$ cat src/rtl/parking_pkg.sv
// Shared widths, limits and state encoding for the parking meter session logic.
package parking_pkg;
    localparam int SEC_W      = 12;
    localparam int COST_W     = 14;
    localparam int CFG_W      = 8;
    localparam int ADD_STEP   = 300;
    localparam int MAX_SEC    = 3599;
    localparam int HOUR_LIMIT = 24;

    typedef enum logic [1:0] {
        ST_IDLE    = 2'd0,
        ST_SELECT  = 2'd1,
        ST_RUN     = 2'd2,
        ST_EXPIRED = 2'd3
    } state_t;
endpackage

$ cat src/rtl/session_timer.sv
// Purchased/remaining-time counter: clear, saturating add of a fixed step, decrement-to-zero.
module session_timer #(
    parameter int W    = 12,
    parameter int STEP = 300,
    parameter int MAX  = 3599
) (
    input  logic         clk,
    input  logic         rst_n,
    input  logic         clr,
    input  logic         add,
    input  logic         dec,
    output logic [W-1:0] count,
    output logic         zero_next
);
    localparam logic [W:0] STEP_W = (W+1)'(STEP);
    localparam logic [W:0] MAX_W  = (W+1)'(MAX);

    logic [W:0] sum;

    // One extra bit so the add cannot wrap before saturation.
    always_comb sum = {1'b0, count} + STEP_W;

    always_ff @(posedge clk or negedge rst_n) begin
        if (!rst_n)
            count <= '0;
        else if (clr)
            count <= '0;
        else if (add)
            count <= (sum > MAX_W) ? MAX_W[W-1:0] : sum[W-1:0];
        else if (dec && count != '0)
            count <= count - 1'b1;
    end

    assign zero_next = (count == W'(1));
endmodule

$ cat src/rtl/parking_session_ctrl.sv
// Parking meter session sequencer: buy time, freeze tariff and amount at start, count down, flag expiry.
module parking_session_ctrl
    import parking_pkg::*;
#(
    parameter int ADD_STEP_P   = ADD_STEP,
    parameter int MAX_SEC_P    = MAX_SEC,
    parameter int HOUR_LIMIT_P = HOUR_LIMIT
) (
    input  logic              clk,
    input  logic              rst_n,
    input  logic              tick_1hz,
    input  logic              btn_add,
    input  logic              btn_start,
    input  logic              btn_cancel,
    input  logic [CFG_W-1:0]  sw,
    input  logic [COST_W-1:0] cost_in,
    output logic [SEC_W-1:0]  sec_count,
    output logic [CFG_W-1:0]  sw_cfg,
    output logic [1:0]        state,
    output logic [COST_W-1:0] amount_due,
    output logic              expired,
    output logic              flash,
    output logic              err_hour
);
    localparam logic [5:0] HOUR_LIM_W = 6'(HOUR_LIMIT_P);

    state_t state_q, state_d;
    logic   t_clr, t_add, t_dec, zero_next;
    logic   cfg_load, due_load, err_d, flash_d, hour_ok;

    session_timer #(.W(SEC_W), .STEP(ADD_STEP_P), .MAX(MAX_SEC_P)) u_timer (
        .clk       (clk),
        .rst_n     (rst_n),
        .clr       (t_clr),
        .add       (t_add),
        .dec       (t_dec),
        .count     (sec_count),
        .zero_next (zero_next)
    );

    // Hour is judged on the registered config so it matches what cost_convert saw.
    assign hour_ok = {1'b0, sw_cfg[4:0]} < HOUR_LIM_W;

    always_ff @(posedge clk or negedge rst_n) begin
        if (!rst_n) state_q <= ST_IDLE;
        else        state_q <= state_d;
    end

    always_comb begin
        state_d  = state_q;
        t_clr    = 1'b0;
        t_add    = 1'b0;
        t_dec    = 1'b0;
        cfg_load = 1'b0;
        due_load = 1'b0;
        err_d    = 1'b0;
        flash_d  = flash;
        case (state_q)
            ST_IDLE: begin
                cfg_load = 1'b1;
                if (btn_cancel) begin
                    t_clr = 1'b1;
                end else if (btn_add) begin
                    t_add   = 1'b1;
                    state_d = ST_SELECT;
                end
            end
            ST_SELECT: begin
                cfg_load = 1'b1;
                if (btn_cancel) begin
                    t_clr   = 1'b1;
                    state_d = ST_IDLE;
                end else if (btn_add) begin
                    t_add = 1'b1;
                end else if (btn_start) begin
                    if (hour_ok) begin
                        due_load = 1'b1;
                        cfg_load = 1'b0;
                        state_d  = ST_RUN;
                    end else begin
                        err_d = 1'b1;
                    end
                end
            end
            ST_RUN: begin
                if (btn_cancel) begin
                    t_clr   = 1'b1;
                    state_d = ST_IDLE;
                end else if (tick_1hz) begin
                    t_dec = 1'b1;
                    if (zero_next) state_d = ST_EXPIRED;
                end
            end
            ST_EXPIRED: begin
                if (btn_cancel) begin
                    t_clr   = 1'b1;
                    flash_d = 1'b0;
                    state_d = ST_IDLE;
                end else if (btn_add) begin
                    t_add   = 1'b1;
                    flash_d = 1'b0;
                    state_d = ST_SELECT;
                end else if (tick_1hz) begin
                    flash_d = ~flash;
                end
            end
            default: state_d = ST_IDLE;
        endcase
    end

    always_ff @(posedge clk or negedge rst_n) begin
        if (!rst_n) begin
            sw_cfg     <= '0;
            amount_due <= '0;
            flash      <= 1'b0;
            err_hour   <= 1'b0;
        end else begin
            if (cfg_load) sw_cfg <= sw;
            if (due_load) amount_due <= cost_in;
            flash    <= flash_d;
            err_hour <= err_d;
        end
    end

    assign state   = state_q;
    assign expired = (state_q == ST_EXPIRED);
endmodule

$ cat config.mk
export PLATFORM = sky130hd
export DESIGN_NAME = parking_session_ctrl
export DESIGN_NICKNAME = d
export VERILOG_FILES = /design/src/rtl/parking_pkg.sv /design/src/rtl/session_timer.sv /design/src/rtl/parking_session_ctrl.sv
export SDC_FILE = /design/constraint.sdc
export NUM_CORES = 1
export LEC_CHECK = 0
export CAP_MARGIN = 20
export CORE_ASPECT_RATIO = 0.5
export CORE_MARGIN = 2
export CORE_UTILIZATION = 51
export DETAILED_ROUTE_END_ITERATION = 10
export PLACE_DENSITY_LB_ADDON = 0.05
export SLEW_MARGIN = 20
export SYNTH_ARGS = -nofsm -noshare
export SYNTH_HDL_FRONTEND = slang
export SYNTH_SLANG_ARGS = --single-unit
$ cat constraint.sdc
create_clock -name clk -period 4.3 [get_ports clk]
set_clock_uncertainty 0.05 [all_clocks]
set_input_delay 0.645 -clock clk [delete_from_list [all_inputs] [get_ports clk]]
set_output_delay 0.645 -clock clk [all_outputs]
set_load 0.01 [all_outputs]
After elaboration in Yosys (flattened, before gate mapping)
Index checks and enable logic that the tools add are counted.
{"block": "op_classes", "eq_ne": 10, "reduce_logical": 9, "magnitude_cmp": 2, "bitwise_logic": 1, "n_mux": 40, "addsub": 2}
{"operator": "$mux 12", "count": 4}
{"operator": "$mux 1", "count": 24}
{"operator": "$mux 2", "count": 10}
{"operator": "$add 12x9->13 const B", "count": 1}
{"operator": "$gt 13x12->1 const B", "count": 1}
{"operator": "$eq 12x1->1 const B", "count": 1}
{"operator": "$ne 3x3->1 const B", "count": 4}
{"operator": "$reduce_bool 12->1", "count": 1}
{"operator": "$sub 12x1->12 const B", "count": 1}
{"operator": "$pmux 2 s4", "count": 1}
{"operator": "$reduce_and 6->1", "count": 1}
{"operator": "$reduce_bool 3->1", "count": 2}
{"operator": "$lt 5x5->1 const B", "count": 1}
{"operator": "$eq 2x2->1 const B", "count": 2}
{"operator": "$reduce_or 4->1", "count": 1}
{"operator": "$ne 3x2->1 const B", "count": 1}
{"operator": "$reduce_or 3->1", "count": 1}
{"operator": "$eq 2x1->1 const B", "count": 1}
{"operator": "$logic_not 2->1", "count": 1}
{"operator": "$ne 2x2->1 const B", "count": 1}
{"operator": "$pmux 1 s2", "count": 1}
{"operator": "$reduce_and 2->1", "count": 1}
{"operator": "$logic_and 1x1->1", "count": 1}
{"operator": "$not 1->1", "count": 1}
{"block": "word_totals", "register_bits": 38, "output_inout_bits": 39, "in_bits": 28, "word_cells": 70}

Longest topological paths before layout
Gate-level depths: netlist of the first run.
{"block": "logic_depth", "depth_word": 7, "ltp_mapped": 12}

Cells and area by module
Synthesis of the first run repeated with hierarchy kept, for this count alone.
{"block": "unflattened", "hier_cells": 234, "area_unflattened_um2": 2387.3}
{"mod": "session_timer", "area_per_inst_um2": 1307.5, "seq_area_each_um2": 300.3, "n_inst": 1, "cells_each": 161}
{"mod": "parking_session_ctrl", "area_per_inst_um2": 1079.8, "seq_area_each_um2": 650.6, "n_inst": 1, "cells_each": 73}

Worst setup path after synthesis of the first run
No wires, ideal clock.
{"block": "synth_timing", "path_type": "reg-to-reg", "from": "reg u_timer.count[2]", "to": "reg u_timer.count[5]", "path_slack_ps": 1417, "setup_time_ps": 119, "path_buffers": 3, "synth_period_minus_slack_ps": 2883, "stages_incl_launch_ff": 13, "arrival_time_ps": 2714, "required_ps": 4131, "path_cell_list": "dfrtp_1 buf_2 inv_1 ha_1 buf_2 nand2b_4 a21o_1 or4b_1 and4_4 a311oi_4 buf_6 o32ai_1 o21a_1"}
{"block": "synth_between", "elab_chain_cells": 5, "word_cells_on_any_way": 10}
{"element": "from (decl)", "line": "session_timer.sv:12", "text": "output logic [W-1:0] count,"}
{"element": "from (signal assigned)", "line": "session_timer.sv:29", "text": "count <= (sum > MAX_W) ? MAX_W[W-1:0] : sum[W-1:0];"}
{"element": "from (signal assigned)", "line": "session_timer.sv:31", "text": "count <= count - 1'b1;"}
{"element": "$add 12x9->13", "line": "session_timer.sv:21", "text": "always_comb sum = {1'b0, count} + STEP_W;"}
{"element": "$gt 13x12->1", "line": "session_timer.sv:29"}
{"element": "$mux 12", "line": "session_timer.sv:29"}
{"element": "$mux 12", "line": "session_timer.sv:28", "text": "else if (add)"}
{"element": "$mux 12", "line": "session_timer.sv:26", "text": "else if (clr)"}
Several ways; a longest one is shown, not always the timed one. The select of a mux whose other input is x is not followed.
A chain may end at the register's enable or synchronous reset.

Worst setup path after layout of the first run
{"block": "layout_timing", "from": "reg u_timer.count[2]", "to": "reg u_timer.count[4]"}
Same word-level chain as after synthesis.

==> summary.txt, run 1 <==
max-cap violation count = 0
Max transition margin = 41.8%
Final Hold Slack = 398 ps
CP endpoint kind = flop
Largest stage delay, worst path = 650 ps
Slowest cell on crit path = a311oi_4
placed cells = 327
non-filler cells, final = 335
Mapped Nets = 253
# IOs = 67
largest net degree at the start of global routing = 39
Final #Nets = 314
DR vias = 1953
post-synthesis instance total = 219
Tot GR Track Use = 24.4%
Netlist cell types = 54
final setup vio count = 0
HP Class = in -> async
worst-case clock buffer depth = 2
ys async rst share = 100%
status = complete, no violations
Lkg Pwr = 0.00123 uW
final hold vios = 0
power per cell area = 483 nW/um^2
Setup Buffers After CTS = 0
Top Layer Used = met4
Die ar. = 4930 sq um
Max Clk Rate = 300 MHz
Worst-path clk slew = 80 ps
H-tree level count = 2
post-CTS resize count = 0
met2 WL = 2.60 mm
Tcrit/Tclk final = 77.5%
worst-case reg-to-reg path depth = 9
crit-path cells = inv_1, ha_1, nand2b_4, a21o_1, or4b_1, and4_4, a311oi_4, mux2i_1, a22o_1
drt via density = 5.83
VDD IR-drop max = 0.000263 V
Crit Path Class = reg -> reg
drt first pass iters = 5
global-route wire length before repair = 9.44 mm
final WL = 5.55 mm
CTS Buf Count = 5
Core Area = 4040 sq um
gr ovfl total = 0
initial antenna violation count = 0
number of global-route vias before repair = 1959
TritonCTS clock tree = built
Syn Area/Cell = 10.1 sq um
sink count of the clock tree = 38
Final TNS setup = 0 ps
Final Critical Period = 3330 ps
Critical Path Start Type = flop
M1 WL = 2.29 mm
Synth Cell Area = 2220 sq um
DR DRC count = 0
ANT cells = 0
fin. max-slew vios = 0
area grow syn2layout = 36.5%
Post-CTS Hold Buffers = 0
RSZ-0062 raised after global routing = false
worst-skew pair later-pin latency = 300 ps
share of cells above drive strength 1 = 16.0%
Initial Util = 54.9%
Syn. warnings = 0
sequential element share of the synthesized area = 42.8%
met3 WL post-DR = 603 um
CP Max Fanout = 14
PortBufs = 66
Critical Path RT = 4440 ps
die extent in y = 50.7 um
drt wl/cell = 16.6 um
Detailed Place HPWL = 4.03 mm
Final ANT Viol Nets = 0
number of synthesized flops with an enable pin = 0
Tightest Pin Transition = 873 ps
Die Wd = 97.3 um
register bit total from synthesis = 38
GP Congestion = 0.924
cell row count = 16
Worst EP arrival = 3480 ps
Post-synth top flop = dfrtp_1
clock root buffer = clkbuf_8
Starting DRT DRC Count = 33
-- Yosys cell counts (2+ instances only) --
cell	number	area, sq um
a211oi_1	6	45.0
a21o_1	2	15.0
a21oi_1	12	60.1
a21oi_2	2	17.5
and2_1	2	12.5
buf_1	2	7.51
buf_2	5	25.0
clkbuf_1	5	18.8
dfrtp_1	38	951
ha_1	6	75.1
inv_1	7	26.3
mux2_2	23	259
nand2_1	17	63.8
nand2b_1	2	12.5
nand3_1	7	35.0
nand3b_1	3	22.5
nand4_1	3	18.8
nor2_1	11	41.3
nor3_1	5	25.0
nor3_2	2	20.0
nor4_1	4	25.0
o211ai_1	2	15.0
o21a_1	3	22.5
o21ai_0	8	40.0
o21ai_1	3	15.0
o22ai_1	3	18.8
o31ai_1	3	22.5
or4_1	3	22.5
xor2_1	5	43.8
-- kinds of logic (layout without fill, tap and decap cells) --
| group | Yosys count | count (layout) | share of synthesized area [%] |
|---|---|---|---|
| AOI/OAI and AO/OA | 56 | 56 | 18.0 |
| xor gates and xnor gates | 6 | 6 | 2.37 |
| adders and majority gates | 6 | 6 | 3.38 |
| buffers and inverters | 20 | 82 | 4.00 |
| DFF | 38 | 38 | 42.8 |
| muxes | 25 | 25 | 12.6 |
| and+or+nand+nor | 68 | 68 | 16.8 |
-- report_power, final --
group	switching [uW]	internal [uW]	leakage, uW
clock network	135	248	0.0000714
registers	109	431	0.000469
logic	249	293	0.000693
total	493	972	0.00123
-- placed cells by master, fill, tap and decap left out, drive strengths merged, types with 3 or more instances in the layout --
cell type / n
clkdlybuf4s50: 65
dfrtp: 38
mux2: 24
nand2: 17
a21oi: 14
nor2: 12
o21ai: 11
inv: 7
nand3: 7
a211oi: 7
nor3: 7
ha: 6
clkbuf: 6
xor2: 5
nor4: 4
nand3b: 3
or4: 3
o31ai: 3
o21a: 3
nand4: 3
o22ai: 3
nand2b: 3
-- state kept, by name, indices dropped and copies added, names as in the netlist --
signal / count
sw_cfg: 8
amount_due: 14
state: 2
flash: 1
u_timer.count: 12
err_hour: 1
-- final timing paths --
check                      slack, ps                         start                           end
max                              970  u_timer.count[2]$_DFFE_PN0P_  u_timer.count[4]$_DFFE_PN0P_
min                              400                         rst_n  u_timer.count[8]$_DFFE_PN0P_
max reg2reg                      970  u_timer.count[2]$_DFFE_PN0P_  u_timer.count[4]$_DFFE_PN0P_
min reg2reg                      460     amount_due[5]$_DFFE_PN0P_     amount_due[5]$_DFFE_PN0P_
max in group asynchronous       3240                         rst_n         sw_cfg[2]$_DFFE_PN0P_
min in group clk                 460     amount_due[5]$_DFFE_PN0P_     amount_due[5]$_DFFE_PN0P_
-- area by class of cell --
cell class / count / area (sq um)
Sequential cell: 38 / 951
Inverter: 7 / 26.3
Fill cell: 298 / 1010
Clock inverter: 2 / 60.1
Clock buffer: 6 / 82.6
Timing Repair Buffer: 67 / 663
Tap cell: 54 / 67.6
Multi-Input combinational cell: 161 / 1180
-- layer usage --
metal	vias up	GRT usage, %
met5	-	0
met4	0	6.25
met3	8	11.3
met2	67	41.2
met1	946	28.8
li1	932	-
-- worst max-delay path, delay by kind of cell, from the launching register on --
family	cells	cell delay (ps)
compound gates	3	1120
simple gates	3	890
flops	1	520
fa+ha+maj	1	320
mux	1	180
buf+inv	1	140
-- stage by stage --
| stage | utilization (%) | area [sq um] | setup WS (ps) | power (uW) |
|---|---|---|---|---|
| floorplan | - | 2220 | 1420 | 848 |
| global placement | 71.4 | 2890 | 1120 | 1070 |
| detailed placement | 71.4 | 2890 | 1010 | 1090 |
| CTS | 75.0 | 3030 | 992 | 1480 |
| global route | 75.0 | 3030 | 818 | 1550 |
| finish | 75.0 | 3030 | 966 | 1470 |
(Power assumes the default switching activity.)
==> inputs of run 2 (changes only) <==
--- a/config.mk
+++ b/config.mk
@@ -8,7 +8,7 @@
 export CAP_MARGIN = 20
 export CORE_ASPECT_RATIO = 0.5
 export CORE_MARGIN = 2
-export CORE_UTILIZATION = 51
+export CORE_UTILIZATION = 43
 export DETAILED_ROUTE_END_ITERATION = 10
 export PLACE_DENSITY_LB_ADDON = 0.05
 export SLEW_MARGIN = 20
==> constraint.sdc (replaced) <==
create_clock -name clk -period 2.9 [get_ports clk]
set_clock_uncertainty 0.05 [all_clocks]
set_input_delay 0.435 -clock clk [delete_from_list [all_inputs] [get_ports clk]]
set_output_delay 0.435 -clock clk [all_outputs]
set_load 0.01 [all_outputs]
==> run 2 against run 1 <==
Global-route usage decreased by 4.1 points. Wire length up 0.45%. Die area increased by 17%. Critical endpoint is now u_timer.count[1]$_DFFE_PN0P_. Largest cell class unchanged.
==> summary.txt, run 2 (synthesis gave the netlist of run 1 again) <==
status = complete, no violations (unchanged)
Tcrit/Tclk final = 94.0% (was 77.5%)
area grow syn2layout = 41.2% (was 36.5%)
Initial Util = 44.8% (was 54.9%)
Regs by FF count = amount_due x14, u_timer.count x12, sw_cfg x8 (unchanged)
Worst Setup SP = u_timer.count[2]$_DFFE_PN0P_ (unchanged)
DR DRC count = 0 (unchanged)
drt wl/cell = 15.2 um (was 16.6 um)
DR vias = 2003 (was 1953)
Max Clk Rate = 367 MHz (was 300 MHz)
Tightest Pin Transition = 847 ps (was 873 ps)
most frequent cells in the layout = clkdlybuf4s50_1 (65), dfrtp_1 (38), mux2_2 (23) (unchanged)
PortBufs = 66 (unchanged)
CP delay by family, top = compound AO/OA/AOI/OAI gates (unchanged)
Buffers & Inverters on Critical Path = 3 (was 1)
r2r setup slk = 170 ps (was 970 ps)
worst-case clock buffer depth = 2 (unchanged)
Tot GR Track Use = 20.3% (was 24.4%)
sink count of the clock tree = 38 (unchanged)
Max transition margin = 43.5% (was 41.8%)
Critical Path RT = 3070 ps (was 4440 ps)
Core Area = 4950 sq um (was 4040 sq um)
final hold vios = 0 (unchanged)
# IOs = 67 (unchanged)
Lkg Pwr = 0.00128 uW (was 0.00123 uW)
TritonCTS clock tree = built (unchanged)
Worst EP arrival = 2890 ps (was 3480 ps)
Final #Nets = 329 (was 314)
ANT cells = 0 (unchanged)
worst r2r src = u_timer.count[2]$_DFFE_PN0P_ (unchanged)
max-cap violation count = 0 (unchanged)
CP endpoint kind = flop (unchanged)
Final TNS setup = 0 ps (unchanged)
die extent in y = 54.8 um (was 50.7 um)
Post-Place Worst Slack = 85.1 ps (was 1010 ps)
GP Congestion = 0.889 (was 0.924)
Slowest cell on crit path = a311oi_4 (unchanged)
drt via density = 5.47 (was 5.83)
drt first pass iters = 4 (was 5)
Die ar. = 5790 sq um (was 4930 sq um)
H-tree level count = 2 (unchanged)
most used cell, CP = buf_4
share of cells above drive strength 1 = 20.3% (was 16.0%)
initial antenna violation count = 0 (unchanged)
Reg-to-Reg End = u_timer.count[1]$_DFFE_PN0P_ (was u_timer.count[4]$_DFFE_PN0P_)
worst-case reg-to-reg path depth = 11 (was 9)
final setup vio count = 0 (unchanged)
fin. max-slew vios = 0 (unchanged)
total power = 2080 uW (was 1470 uW)
CP Max Fanout = 8 (was 14)
gr ovfl total = 0 (unchanged)
Post-CTS Hold Buffers = 0 (unchanged)
max FFs per register = 14 (unchanged)
Final Hold Slack = 185 ps (was 398 ps)
CTS Buf Count = 5 (unchanged)
crit-path cells = inv_1, ha_1, buf_4, and2b_1, o211ai_1, xor2_1, a2111oi_4, a311oi_4, buf_4, a21oi_2, a211oi_2 (was inv_1, ha_1, nand2b_4, a21o_1, or4b_1, and4_4, a311oi_4, mux2i_1, a22o_1)
Largest stage delay, worst path = 450 ps (was 650 ps)
HP Class = in -> async (unchanged)
largest net degree at the start of global routing = 39 (unchanged)
most flop-heavy register = amount_due (unchanged)
Final ANT Viol Nets = 0 (unchanged)
Starting DRT DRC Count = 67 (was 33)
worst-skew pair later-pin latency = 290 ps (was 300 ps)
Die Wd = 106 um (was 97.3 um)
design area = 3140 sq um (was 3030 sq um)
number of global-route vias before repair = 1891 (was 1959)
Worst-path clk slew = 80 ps (about the same)
Layout fillers = 437 (was 298)
Final Worst Setup Slack = 175 ps (was 966 ps)
Final Critical Period = 2730 ps (was 3330 ps)
Critical Path Start Type = flop (unchanged)
final WL = 5.58 mm (was 5.55 mm)
commonest non-fill, non-tap cell in the layout = clkdlybuf4s50_1 (unchanged)
Detailed Place HPWL = 4.05 mm (was 4.03 mm)
power per cell area = 664 nW/um^2 (was 483 nW/um^2)
global-route wire length before repair = 8.93 mm (was 9.44 mm)
Crit Path Class = reg -> reg (unchanged)
clock root buffer = clkbuf_8 (unchanged)
cell row count = 18 (was 16)
VDD IR-drop max = 0.000337 V (was 0.000263 V)
Placement Cell Area = 3010 sq um (was 2890 sq um)
[run 2: cell types whose count changed in the layout (fill, tap and decap cells not counted), sizes merged]
| cell | previous run | this run |
|---|---|---|
| clkinv | 0 | 1 |
| a311oi | 2 | 3 |
| buf | 2 | 16 |
| clkinvlp | 0 | 1 |
| bufinv | 2 | 0 |
[run 2: report_power, final]
group          internal (uW)  total (uW)  switching [uW]
Combinational            487         935             448
Clock                    191         388             197
Sequential               640         758             118
Total                   1320        2080             763
[run 2: cell type report]
cell class	instances	area, sq um	area share [%]
timing repair buffer	81	768	24.5
multi-input combinational	162	1210	38.5
clock inverter	2	12.5	0.399
inverter	7	26.3	0.838
tap	70	87.6	2.79
sequential	38	951	30.3
clock buffer	6	82.6	2.63
[run 2: timing repair]
item / in CTS / in global routing
endpoints found under the setup margin: 0 / 7
buffers inserted: 0 / 1
gates resized for setup: 0 / 1
[run 2: worst max path at each step]
stage / to / slack, ps / cells after the start
floorplan: u_timer.count[5]$_DFFE_PN0P_ / 20 / 12
global placement: u_timer.count[1]$_DFFE_PN0P_ / 170 / 10
detailed placement: u_timer.count[1]$_DFFE_PN0P_ / 90 / 10
CTS: u_timer.count[1]$_DFFE_PN0P_ / 60 / 10
global route: u_timer.count[1]$_DFFE_PN0P_ / -40 / 11
finish: u_timer.count[1]$_DFFE_PN0P_ / 170 / 11
[run 2: through the flow]
step	instances	util (%)
after floorplan	219	-
after global placement	356	60.7
after detailed placement	356	60.7
final	366	63.3
after CTS	364	62.6
after global routing	366	63.3
[run 2: layer usage]
metal / part of all wire, % / global-route usage (%) / routed length [um] / vias to the layer above
li1: - / - / - / 962
met4: 0.82 / 6.36 / 46 / 0
met5: 0 / 0 / 0 / -
met1: 45 / 25.1 / 2510 / 968
met3: 9.9 / 9.29 / 554 / 6
met2: 44 / 32.5 / 2470 / 67
